$ cat src/rtl/tilt_pkg.sv
// tilt_pkg: per-axis tilt state encoding and default thresholds shared by the
// tilt conditioner and its axis state machines.
package tilt_pkg;
  typedef enum logic [2:0] {CENTER, POS_PEND, POS, NEG_PEND, NEG} tilt_state_t;
  localparam int DEF_AVG_DEPTH = 4;
  localparam int DEF_DEAD_ZONE = 128;
  localparam int DEF_HYST = 32;
  localparam int DEF_HOLD_SAMPLES = 2;
endpackage

$ cat src/rtl/tilt_axis_fsm.sv
// tilt_axis_fsm: dead-zone/hysteresis tilt classifier for one filtered axis;
// the state only moves when upd marks a fresh filtered sample.
module tilt_axis_fsm
  import tilt_pkg::*;
#(
  parameter int DEAD_ZONE = DEF_DEAD_ZONE,
  parameter int HYST = DEF_HYST,
  parameter int HOLD_SAMPLES = DEF_HOLD_SAMPLES
) (
  input  logic               slowclk,
  input  logic               reset_n,
  input  logic               upd,
  input  logic signed [15:0] filt,
  output logic               pos,
  output logic               neg
);
  localparam int CW = $clog2(HOLD_SAMPLES + 1);
  localparam logic signed [15:0] ENTER = 16'(DEAD_ZONE);
  localparam logic signed [15:0] LEAVE = 16'(DEAD_ZONE - HYST);
  localparam logic [CW-1:0] HOLD = CW'(HOLD_SAMPLES);
  tilt_state_t state, state_nxt;
  logic [CW-1:0] cnt, cnt_nxt, cnt_inc;
  logic above, below;
  always_comb begin
    above = filt > ENTER;
    below = filt < -ENTER;
    cnt_inc = cnt + 1'b1;
    state_nxt = state;
    cnt_nxt = cnt;
    if (upd)
      case (state)
        CENTER: begin
          state_nxt = above ? (HOLD_SAMPLES == 1 ? POS : POS_PEND)
                    : below ? (HOLD_SAMPLES == 1 ? NEG : NEG_PEND) : CENTER;
          cnt_nxt = (above || below) && HOLD_SAMPLES > 1 ? CW'(1) : '0;
        end
        POS_PEND: begin
          state_nxt = !above ? CENTER : cnt_inc == HOLD ? POS : POS_PEND;
          cnt_nxt = above && cnt_inc != HOLD ? cnt_inc : '0;
        end
        NEG_PEND: begin
          state_nxt = !below ? CENTER : cnt_inc == HOLD ? NEG : NEG_PEND;
          cnt_nxt = below && cnt_inc != HOLD ? cnt_inc : '0;
        end
        POS: state_nxt = filt < LEAVE ? CENTER : POS;
        NEG: state_nxt = filt > -LEAVE ? CENTER : NEG;
        default: state_nxt = CENTER;
      endcase
  end
  always_ff @(posedge slowclk or negedge reset_n)
    if (!reset_n) begin
      state <= CENTER;
      cnt <= '0;
    end else begin
      state <= state_nxt;
      cnt <= cnt_nxt;
    end
  assign pos = state == POS;
  assign neg = state == NEG;
endmodule

$ cat src/rtl/tilt_conditioner.sv
// tilt_conditioner: accelerometer X/Y to left/right/up/down commands. Moving
// average filter enabled by TILT_CONDITIONER_AVG_EN, otherwise raw pass-through.
module tilt_conditioner
  import tilt_pkg::*;
#(
  parameter int AVG_DEPTH = DEF_AVG_DEPTH,
  parameter int DEAD_ZONE = DEF_DEAD_ZONE,
  parameter int HYST = DEF_HYST,
  parameter int HOLD_SAMPLES = DEF_HOLD_SAMPLES
) (
  input  logic               slowclk,
  input  logic               reset_n,
  input  logic               sample_valid,
  input  logic signed [15:0] data_x,
  input  logic signed [15:0] data_y,
  output logic signed [15:0] filt_x,
  output logic signed [15:0] filt_y,
  output logic               left,
  output logic               right,
  output logic               up,
  output logic               down,
  output logic               dir_valid
);
  if (AVG_DEPTH < 1 || AVG_DEPTH > 16 || (AVG_DEPTH & (AVG_DEPTH - 1)) != 0 || HOLD_SAMPLES < 1)
    $error("tilt_conditioner: bad AVG_DEPTH or HOLD_SAMPLES");
  logic raw_valid, filt_valid;
  logic signed [15:0] din [2];
  logic signed [15:0] filt [2];
  logic [1:0] pos, neg;
  assign din[0] = data_x;
  assign din[1] = data_y;
  always_ff @(posedge slowclk or negedge reset_n)
    if (!reset_n) begin
      raw_valid <= 1'b0;
      filt_valid <= 1'b0;
      dir_valid <= 1'b0;
    end else begin
      raw_valid <= sample_valid;
      filt_valid <= raw_valid;
      dir_valid <= filt_valid;
    end
  for (genvar a = 0; a < 2; a++) begin : ax
    logic signed [15:0] raw, f;
    always_ff @(posedge slowclk or negedge reset_n)
      if (!reset_n) raw <= '0;
      else if (sample_valid) raw <= din[a];
`ifdef TILT_CONDITIONER_AVG_EN
    localparam int L = $clog2(AVG_DEPTH);
    localparam int SW = 16 + L;
    logic signed [15:0] win [AVG_DEPTH];
    logic signed [SW-1:0] sum, sum_nxt;
    assign sum_nxt = sum + SW'(raw) - SW'(win[AVG_DEPTH-1]);
    // Arithmetic shift of the exact sum gives floor rounding for negatives.
    always_ff @(posedge slowclk or negedge reset_n)
      if (!reset_n) begin
        win <= '{default: '0};
        sum <= '0;
        f <= '0;
      end else if (raw_valid) begin
        win[0] <= raw;
        for (int i = 1; i < AVG_DEPTH; i++) win[i] <= win[i-1];
        sum <= sum_nxt;
        f <= 16'(sum_nxt >>> L);
      end
`else
    always_ff @(posedge slowclk or negedge reset_n)
      if (!reset_n) f <= '0;
      else if (raw_valid) f <= raw;
`endif
    assign filt[a] = f;
    tilt_axis_fsm #(
      .DEAD_ZONE(DEAD_ZONE),
      .HYST(HYST),
      .HOLD_SAMPLES(HOLD_SAMPLES)
    ) fsm (
      .slowclk(slowclk),
      .reset_n(reset_n),
      .upd(filt_valid),
      .filt(f),
      .pos(pos[a]),
      .neg(neg[a])
    );
  end
  assign filt_x = filt[0];
  assign filt_y = filt[1];
  assign left = pos[0];
  assign right = neg[0];
  assign down = pos[1];
  assign up = neg[1];
endmodule
$ cat config.mk
export PLATFORM = sky130hd
export DESIGN_NAME = tilt_conditioner
export DESIGN_NICKNAME = d
export VERILOG_FILES = /design/src/rtl/tilt_pkg.sv /design/src/rtl/tilt_axis_fsm.sv /design/src/rtl/tilt_conditioner.sv
export SDC_FILE = /design/constraint.sdc
export NUM_CORES = 1
export LEC_CHECK = 0
export BUFFER_PORTS_ARGS = -buffer_cell sky130_fd_sc_hd__buf_2
export CAP_MARGIN = 20
export CORE_MARGIN = 2
export CORE_UTILIZATION = 58
export CTS_CLUSTER_SIZE = 24
export DETAILED_ROUTE_END_ITERATION = 8
export GPL_TIMING_DRIVEN = 0
export PLACE_DENSITY = 0.9
export SETUP_SLACK_MARGIN = 0.05
export SLEW_MARGIN = 10
export SYNTH_ARGS = -nofsm -noshare
export SYNTH_HDL_FRONTEND = slang
export SYNTH_SLANG_ARGS = --single-unit
export TNS_END_PERCENT = 1
$ cat constraint.sdc
create_clock -name slowclk -period 4 [get_ports slowclk]
set_input_delay 0.4 -clock slowclk [delete_from_list [all_inputs] [get_ports slowclk]]
set_output_delay 0.4 -clock slowclk [all_outputs]
set_load 0.005 [all_outputs]
==> impl_metrics.sql <==
INSERT INTO impl_metrics (metric_group, metric, value, unit) VALUES
('outcome', 'run_status', 'finished, final reports clean', ''),
('power', 'leakagePower', '0.00182', 'uW'),
('timing', 'hold_viol_final', '0', ''),
('timing', 'hold-worst-slack', '0.162', 'ns'),
('detailed_routing', 'drc', '0', ''),
('floorplanning', 'core-area', '0.00554', 'sq mm'),
('grt', 'antenna_found_initial', '0', ''),
('yosys', 'seq_area_frac_synth', '57.4', '%'),
('grt', 'first_pass_grt_wire_length', '11700', 'um'),
('power', 'cellInternalPower', '1470', 'uW'),
('grt', 'largest_net_degree_at_the_start_of_global_routing', '52', ''),
('yosys', 'synth_nets', '304', ''),
('worst_setup_path', 'crit_arrival', '2.22', 'ns'),
('layout', 'insertedDiodeCount', '0', ''),
('yosys', 'post_synth_main_area_contributors', 'sky130_fd_sc_hd__dfrtp_1 (57%), sky130_fd_sc_hd__mux2_2 (20%), sky130_fd_sc_hd__nor2_1 (1.9%)', ''),
('detailed_routing', 'ant_nets', '0', ''),
('floorplanning', 'floorplan.die_area', '0.00641', 'sq mm'),
('layout', 'multiInputGateArea', '0.00134', 'sq mm'),
('timing', 'share_of_the_clock_period_used_by_the_worst_path_after_layout', '49.6', '%'),
('floorplanning', 'io_pins', '72', ''),
('detailed_routing', 'final_wirelength', '7230', 'um'),
('timing', 'max_clock_freq', '0.504', 'GHz'),
('layout', 'post_route_cells_drive_above_1_share', '44.7', '%'),
('power', 'switching_power', '660', 'uW'),
('detailed_routing', 'drt-pass1-iter-count', '4', ''),
('layout', 'sequential_cell_area', '0.00193', 'sq mm'),
('worst_setup_path', 'critical_path_class', 'reg2reg', ''),
('clocking', 'clock-sinks', '77', ''),
('yosys', 'postSynthCellCount', '267', ''),
('clocking', 'tritoncts_clock_tree', 'yes', ''),
('yosys', 'synth_largest_type_area_fraction', '57.4', '%'),
('layout', 'area.growth.synth_to_final', '20.7', '%'),
('clocking', 'cts_made_buffers', '9', ''),
('floorplanning', 'die_w', '80.1', 'um'),
('power', 'swShare', '30.9', '%'),
('power', 'pwr-share-comb', '24.8', '%'),
('timing', 'setup_violations_final', '0', ''),
('clocking', 'cts_hold_buffers', '1', ''),
('layout', 'nets', '388', ''),
('grt', 'grt.total_usage', '24.6', '%'),
('grt', 'grt_pass1_vias', '2433', ''),
('floorplanning', 'rows', '27', ''),
('power', 'seqPwrFrac', '46.5', '%'),
('timing', 'finClkSkew', '0.00548', 'ns'),
('power', 'irDropWorstVdd', '0.322', 'mV'),
('yosys', 'synth_cell_type_count', '45', ''),
('layout', 'num-fill-cells', '377', ''),
('clocking', 'clock-root-buffer', 'sky130_fd_sc_hd__clkbuf_8', ''),
('power', 'portion_of_total_power_attributed_to_the_clock_network', '28.7', '%'),
('yosys', 'synth.largest_area_cell', 'sky130_fd_sc_hd__dfrtp_1', ''),
('clocking', 'htree_levels', '3', ''),
('detailed_routing', 'vias', '2471', ''),
('clocking', 'cts-root-to-sink-buffers', '2', ''),
('timing', 'transition_at_the_pin_with_the_smallest_max_transition_slack', '0.632', 'ns'),
('timing', 'timing.setup.tns', '0', 'ns'),
('timing', 'finalMaxSlewViolations', '0', ''),
('timing', 'slew-limit-headroom', '57.9', '%'),
('floorplanning', 'fp.dieH', '80.1', 'um'),
('yosys', 'number_of_enable_type_register_cells_in_the_synthesized_netlist', '0', ''),
('clocking', 'post-cts-setup-buffers', '0', ''),
('yosys', 'avgSynthCellArea', '12.6', 'sq um'),
('timing', 'grt_setup_unrepaired', 'no', ''),
('grt', 'grt.overflow.total', '0', ''),
('min_path', 'min-delay-path-class', 'in2reg', ''),
('detailed_routing', 'routed_wirelength_normalized_by_instance_count', '16.9', 'um'),
('detailed_routing', 'drt-vias-per-instance', '5.77', ''),
('floorplanning', 'effective_utilization_at_floorplan', '60.6', '%'),
('yosys', 'postSynth.asyncResetShare', '100', '%'),
('worst_setup_path', 'startpoint_type', 'register', ''),
('place', 'gp_routability_congestion', '0.826', ''),
('worst_setup_path', 'path_max_fanout', '3', '');
logic make-up after synthesis:
| family | Yosys count | synth area share (%) |
|---|---|---|
| compound gates | 44 | 9.02 |
| fa+ha+maj | 2 | 0.745 |
| buf+inv | 24 | 2.83 |
| flops | 77 | 57.4 |
| mux | 62 | 20.8 |
| simple gates | 58 | 9.28 |
critical path, cell delays in order, from the launching register on:
cell                       delay, ns
sky130_fd_sc_hd__dfrtp_1        0.40
sky130_fd_sc_hd__nor3_1         0.37
sky130_fd_sc_hd__a31oi_1        0.21
sky130_fd_sc_hd__or2_0          0.32
sky130_fd_sc_hd__a2111o_1       0.45
sky130_fd_sc_hd__o311a_1        0.12
power by group through the flow:
stage	Combinational, uW	Sequential [uW]	Clock [uW]
final	529	992	613
after global routing	588	1010	653
after CTS	530	991	623
after detailed placement	525	1000	0
after global placement	497	994	0
after floorplan	354	986	0
synth_stat cells, types with 2 or more instances:
master / instances
sky130_fd_sc_hd__dfrtp_1: 77
sky130_fd_sc_hd__mux2_2: 61
sky130_fd_sc_hd__nor2_1: 17
sky130_fd_sc_hd__inv_1: 11
sky130_fd_sc_hd__nand2_1: 11
sky130_fd_sc_hd__o21ai_0: 11
sky130_fd_sc_hd__a21oi_1: 10
sky130_fd_sc_hd__nor3_1: 7
sky130_fd_sc_hd__clkbuf_1: 6
sky130_fd_sc_hd__buf_1: 5
sky130_fd_sc_hd__nand4_1: 5
sky130_fd_sc_hd__a31oi_1: 4
sky130_fd_sc_hd__nand3_1: 4
sky130_fd_sc_hd__ha_1: 2
sky130_fd_sc_hd__nand2b_1: 2
sky130_fd_sc_hd__o211ai_1: 2
sky130_fd_sc_hd__o311a_1: 2
sky130_fd_sc_hd__o32ai_1: 2
sky130_fd_sc_hd__or2_2: 2
per-stage QoR:
step | utilization, % | setup WS [ns] | cell area (sq um) | std cells | power (uW)
3_3_place_gp | 68.7 | 2.06 | 3800 | 410 | 1490
5_1_grt | 73.2 | 1.97 | 4050 | 428 | 2250
2_1_floorplan | - | 2.34 | 3360 | 267 | 1340
3_5_place_dp | 69.2 | 2.16 | 3830 | 411 | 1530
6_report | 73.2 | 2.02 | 4050 | 428 | 2130
4_1_cts | 73.2 | 2.05 | 4050 | 428 | 2140
layer usage:
layer	track usage (%)	wire length [um]
met1	31.2	3010
met2	39.3	3670
met3	6.18	374
met4	12.7	176
met5	0	0
final cells by class:
| class | instances | area share (%) |
|---|---|---|
| Buffer | 13 | 1.33 |
| Clock buffer | 11 | 3.73 |
| Clock inverter | 5 | 1.45 |
| Inverter | 11 | 1.02 |
| Multi-Input combinational cell | 166 | 33.0 |
| Sequential cell | 77 | 47.5 |
| Tap cell | 72 | 2.22 |
| Timing Repair Buffer | 73 | 9.75 |
flip-flops by register name, summed over array words and instances (netlist names):
name and count:
filt_y 16, raw_valid 1, ax.fsm.state 6, dir_valid 1, filt_valid 1, ax.raw 32
ax.fsm.cnt 4, filt_x 16
path summary, 6_finish.rpt:
path                              startpoint               end  slack (ns)  cells after the start
worst max-delay path               filt_y[0]  ax[1].fsm.cnt[0]        2.02                      5
worst max register to register     filt_y[0]  ax[1].fsm.cnt[0]        2.02                      5
min in group asynchronous            reset_n      ax[0].raw[0]        0.51                      2
worst min-delay path            sample_valid         raw_valid        0.16                      1
max in group asynchronous            reset_n        filt_y[15]        2.93                      3
worst min register to register     raw_valid        filt_valid        0.38                      0
cell usage in the layout (no fill, tap or decap), drive strengths merged, types with 2 or more instances in the layout:
| cell | netlist | layout |
|---|---|---|
| nand4 | 5 | 5 |
| or2 | 3 | 3 |
| dfrtp | 77 | 77 |
| o21ai | 12 | 12 |
| nand2b | 2 | 2 |
| nor4 | 2 | 2 |
| buf | 7 | 79 |
| a21oi | 11 | 11 |
| nor2 | 17 | 17 |
| ha | 2 | 2 |
| a31oi | 4 | 4 |
| nor3 | 7 | 7 |
| o211ai | 3 | 3 |
| clkinvlp | 0 | 2 |
| mux2 | 61 | 61 |
| inv | 11 | 11 |
| clkbuf | 6 | 17 |
| nand2 | 11 | 11 |
| or4 | 2 | 2 |
| o311a | 2 | 2 |
| nand3 | 4 | 4 |
| clkinv | 0 | 2 |
| o32ai | 2 | 2 |
Power figures use the tool's default switching activity.
